==> config.mk <==
export PLATFORM = sky130hd
export DESIGN_NAME = simple_uart_rx
export DESIGN_NICKNAME = d
export VERILOG_FILES = /design/src/rtl/uart_pkg.sv /design/src/rtl/simple_uart_rx_sync2.sv /design/src/rtl/simple_uart_rx.sv
export SDC_FILE = /design/constraint.sdc
export NUM_CORES = 1
export LEC_CHECK = 0
export BUFFER_PORTS_ARGS = -buffer_cell sky130_fd_sc_hd__buf_4
export CAP_MARGIN = 10
export CORE_AREA = 2 2 58 60
export DETAILED_ROUTE_END_ITERATION = 10
export DIE_AREA = 0 0 60 62
export PLACE_DENSITY_LB_ADDON = 0.3
export SLEW_MARGIN = 10
export SYNTH_ARGS = -nofsm -noshare
export SYNTH_HDL_FRONTEND = slang
export SYNTH_HIERARCHICAL = 1
export SYNTH_SLANG_ARGS = --single-unit
==> constraint.sdc <==
create_clock -name clk -period 5.4 [get_ports clk]
set_input_delay 0.81 -clock clk [delete_from_list [all_inputs] [get_ports clk]]
set_output_delay 0.81 -clock clk [all_outputs]
set_load 0.02 [all_outputs]
==> src/rtl/uart_pkg.sv <==
// Shared UART definitions: frame width and receiver/transmitter state encoding.
package uart_pkg;

  localparam int unsigned DATA_BITS = 8;

  typedef enum logic [2:0] {
    IDLE,
    START,
    DATA,
    STOP,
    WAIT_HI
  } uart_state_e;

endpackage

==> src/rtl/simple_uart_rx_sync2.sv <==
// Two-flop synchroniser for an asynchronous single-bit input, with a selectable reset value.
module sync2 #(
  parameter logic RESET_VAL = 1'b1
) (
  input  logic clk,
  input  logic resetn,
  input  logic d,
  output logic q
);

  logic r_meta;
  logic r_sync;

  always_ff @(posedge clk or negedge resetn) begin
    if (!resetn) begin
      r_meta <= RESET_VAL;
      r_sync <= RESET_VAL;
    end else begin
      r_meta <= d;
      r_sync <= r_meta;
    end
  end

  assign q = r_sync;

endmodule

==> src/rtl/simple_uart_rx.sv <==
// 8N1 UART receiver: mid-bit sampling, start-glitch rejection, one-deep valid/ack holding register.
module simple_uart_rx
  import uart_pkg::*;
#(
  parameter int unsigned CLK_FREQ = 24000000,
  parameter int unsigned BAUD     = 9600
) (
  input  logic                 clk,
  input  logic                 resetn,
  input  logic                 rx,
  output logic [DATA_BITS-1:0] data,
  output logic                 valid,
  input  logic                 ack,
  output logic                 busy,
  output logic                 frame_err,
  output logic                 overrun
);

  localparam int unsigned BIT_CYC  = CLK_FREQ / BAUD;
  localparam int unsigned HALF_CYC = BIT_CYC / 2;
  localparam int unsigned CNT_W    = $clog2(BIT_CYC);
  localparam int unsigned IDX_W    = $clog2(DATA_BITS);

  localparam logic [CNT_W-1:0] CNT_BIT_END  = CNT_W'(BIT_CYC - 1);
  localparam logic [CNT_W-1:0] CNT_HALF_END = CNT_W'(HALF_CYC - 1);
  localparam logic [IDX_W-1:0] IDX_LAST     = IDX_W'(DATA_BITS - 1);

  logic                 w_rx_s;
  uart_state_e          r_state;
  logic [CNT_W-1:0]     r_cnt;
  logic [IDX_W-1:0]     r_bit_idx;
  logic [DATA_BITS-1:0] r_shift;
  logic [DATA_BITS-1:0] r_data;
  logic                 r_valid;
  logic                 r_frame_err;
  logic                 r_overrun;

  sync2 #(
    .RESET_VAL (1'b1)
  ) u_sync2 (
    .clk    (clk),
    .resetn (resetn),
    .d      (rx),
    .q      (w_rx_s)
  );

  always_ff @(posedge clk or negedge resetn) begin
    if (!resetn) begin
      r_state     <= IDLE;
      r_cnt       <= '0;
      r_bit_idx   <= '0;
      r_shift     <= '0;
      r_data      <= '0;
      r_valid     <= 1'b0;
      r_frame_err <= 1'b0;
      r_overrun   <= 1'b0;
    end else begin
      r_frame_err <= 1'b0;
      r_overrun   <= 1'b0;
      // Plain acknowledge; a delivery in the STOP branch below takes precedence.
      if (ack && r_valid) begin
        r_valid <= 1'b0;
      end
      unique case (r_state)
        IDLE: begin
          r_cnt <= '0;
          if (!w_rx_s) begin
            r_state <= START;
          end
        end
        START: begin
          if (r_cnt == CNT_HALF_END) begin
            r_cnt     <= '0;
            r_bit_idx <= '0;
            r_state   <= w_rx_s ? IDLE : DATA;
          end else begin
            r_cnt <= r_cnt + 1'b1;
          end
        end
        DATA: begin
          if (r_cnt == CNT_BIT_END) begin
            r_cnt     <= '0;
            r_shift   <= {w_rx_s, r_shift[DATA_BITS-1:1]};
            r_bit_idx <= r_bit_idx + 1'b1;
            if (r_bit_idx == IDX_LAST) begin
              r_state <= STOP;
            end
          end else begin
            r_cnt <= r_cnt + 1'b1;
          end
        end
        STOP: begin
          if (r_cnt == CNT_BIT_END) begin
            r_cnt <= '0;
            if (w_rx_s) begin
              r_state <= IDLE;
              // Holding register is free if empty or being drained this very cycle.
              if (!r_valid || ack) begin
                r_data  <= r_shift;
                r_valid <= 1'b1;
              end else begin
                r_overrun <= 1'b1;
              end
            end else begin
              r_frame_err <= 1'b1;
              r_state     <= WAIT_HI;
            end
          end else begin
            r_cnt <= r_cnt + 1'b1;
          end
        end
        WAIT_HI: begin
          r_cnt <= '0;
          if (w_rx_s) begin
            r_state <= IDLE;
          end
        end
        default: begin
          r_cnt   <= '0;
          r_state <= IDLE;
        end
      endcase
    end
  end

  assign data      = r_data;
  assign valid     = r_valid;
  assign busy      = (r_state != IDLE);
  assign frame_err = r_frame_err;
  assign overrun   = r_overrun;

endmodule
==> reports/results.ini <==
[final_layout]
fill_cells = 249
register_area_um2 = 978
n_antenna_cell = 0
drive_gt1_frac = 0.266
area_delta_synth_final_pct = 13.4
multi_input_area_um2 = 764
fin_nets = 176
post-route-util = 0.640

[job]
drv_cap = 0

[sta]
worst_slack_ps = 3110
finalClockSkew_ps = 14.1
fin_hold_ws_ps = 362
worst_pin_slew_ps = 480
relSlewSlack = 0.680
timing.final.crit_share = 0.424
finalSetupTns_ps = 0
max_freq_mhz = 436
min_period_ps = 2290
rsz0062_at_grt = false
slew_violations = 0
finalHoldViolCount = 0
setup_viol = 0

[global_routing]
grt_pass1_wl_mm = 5.33
antenna_found_initial = 0
use_met2 = 0.315
grt_pass1_vias = 1154
use_met1 = 0.259
grt_usage = 0.200
grt-ovfl-total = 0
grt_max_degree = 40
grt_most_used_layer = met2
grtUsageMet3 = 0.0559

[floorplan]
die_height_um = 62
ioPinCount = 16
die_w_um = 60
coreArea_mm2 = 0.00318
rows = 21
die-area_mm2 = 0.00372
initial_utilization = 0.564

[power]
p_leak_uw = 0.000965
peakVddDrop_uv = 214
power.density_mw_per_mm2 = 265
finalPower_uw = 539

[route]
wl_per_cell_um = 15.2
drtPass1Iterations = 4
drtIter0Drc = 41
wirelength_mm = 3.27
via_count = 1216
antenna_left = 0
vias_per_cell = 5.66
drc_errors = 0

[clock_tree]
cts_setup_buffers = 0
h-tree-depth = 2
clockBufferDepth = 2
cts-root-buf = clkbuf_4
postCtsHoldBufs = 0
clk_latency_ps = 350
cts_tree = built
cts_buffers = 5
cts_sinks = 39
clk_pin_slew_worst_paths_ps = 120
ctsResizeCount = 0

[placed_design]
routabilityCongestion = 0.865
portBuffers = 15
dp_slack_ps = 3270
dp_hpwl_mm = 2.33

[synthesis]
synth_cell_type_count = 38
netlist_area_mm2 = 0.00179
synth_edf_count = 0
synth_cells = 153
ys_seq_elements = 39
yosysWarnings = 6
synth_top_cell_by_area = dfrtp_1
ys.flop_type = dfrtp_1
synth_top_area_share = 0.516
synth_nets = 161
async_flop_share = 1.00
synth.area.top_cells = dfrtp_1, mux2_2, xor2_1
synth_seq_area_share = 0.546
syn_avg_cell_area_um2 = 11.7

[status]
status = finished clean

[setup_path]
cp_max_fo = 11
r2r_slack_ps = 3220
crit_type = flop to primary output
critPathArrivalTime_ps = 1480
cp-end-kind = primary output
required_ps = 4590
start_kind = flop

[min_path]
hp-class = flop to flop

state kept, by name, summed over array words and instances (netlist names):
signal,cells
u_sync2/q,1
overrun,1
r_state,3
r_bit_idx,3
valid,1
data,8
u_sync2/r_meta,1
r_cnt,12
r_shift,8
frame_err,1
cell type report:
class,count,share of cell area
sequential,39,0.481
multi-input combinational,102,0.376
timing repair buffer,15,0.0554
clock inverter,2,0.0295
tap,46,0.0283
clock buffer,6,0.0203
inverter,5,0.00923
stage by stage:
step	cells	area [µm²]
after CTS	215	2030
after global routing	215	2030
after floorplan	153	1790
after detailed placement	207	1930
final	215	2030
after global placement	207	1930
critical path: stages, from the launching register on:
cell,delay [ps]
dfrtp_1,550
or3_1,420
buf_4,160
worst paths after layout:
check                                               from                        to  cells after the start
worst max-delay path              r_state[2]$_DFFE_PN0P_                      busy                      2
worst min-delay path            u_sync2/r_meta$_DFF_PN1_       u_sync2/q$_DFF_PN1_                      0
worst max register to register        r_cnt[3]$_DFF_PN0_    r_shift[5]$_DFFE_PN0P_                      4
worst min register to register  u_sync2/r_meta$_DFF_PN1_       u_sync2/q$_DFF_PN1_                      0
max in group asynchronous                         resetn  u_sync2/r_meta$_DFF_PN1_                      1
min in group asynchronous                         resetn       frame_err$_DFF_PN0_                      1
cell families (layout without fill, tap and decap cells):
group / count (synthesis) / after routing / share of synthesized area
buf+inv: 12 / 28 / 0.0279
flops: 39 / 39 / 0.546
fa+ha+maj: 4 / 4 / 0.0279
mux: 19 / 19 / 0.118
simple gates: 59 / 59 / 0.191
xor+xnor: 10 / 10 / 0.0489
compound gates: 10 / 10 / 0.0412
cell usage in the layout, fill, tap and decap left out:
cell type and instances:
or3_1 1, a32oi_1 1, inv_1 5, a311oi_1 1, nor2_1 18, nor4_4 1, clkbuf_1 1, o22ai_1 1
nor2_2 1, o21ai_1 1, dfrtp_1 37, nand4_1 3, and2_1 1, nand3_1 6, nand3_4 1, nor4_1 1
nand4b_1 1, bufinv_16 2, nor4b_1 2, xor2_1 9, and3_1 2, xnor2_1 1, a21oi_1 1, ha_1 4
dfstp_2 2, nand2b_1 2, clkbuf_4 5, o41ai_1 1, nand2_1 9, mux2_2 17, nor3_1 5, a41oi_1 1
and4_1 2, o21ai_0 1, nand4bb_1 2, or4_4 1, mux2i_1 2, a211o_1 2, buf_4 15
synth_stat cells, types with 2 or more instances:
master / instances
nand4_1: 3
nor2_1: 18
mux2i_1: 2
nor3_1: 5
dfstp_2: 2
mux2_2: 17
inv_1: 5
nand2b_1: 2
nand3_1: 6
a211o_1: 2
dfrtp_1: 37
and4_1: 2
ha_1: 4
nand4bb_1: 2
xor2_1: 9
nand2_1: 9
clkbuf_1: 5
and3_1: 2
nor4b_1: 2
metal layers:
layer	wire [µm]	part of all wire
met5	0	0
met4	63	0.019
met3	156	0.048
met2	1590	0.49
met1	1460	0.45
power breakdown:
part           internal (µW)  leakage, µW  total (µW)  switching, µW
Combinational           1.59     0.000389        7.07           5.48
Clock                    144    0.0000525         238           93.5
Sequential               293     0.000523         294          0.804
Total                    439     0.000965         539           99.8
No activity file was read; power rests on OpenSTA's default activity.
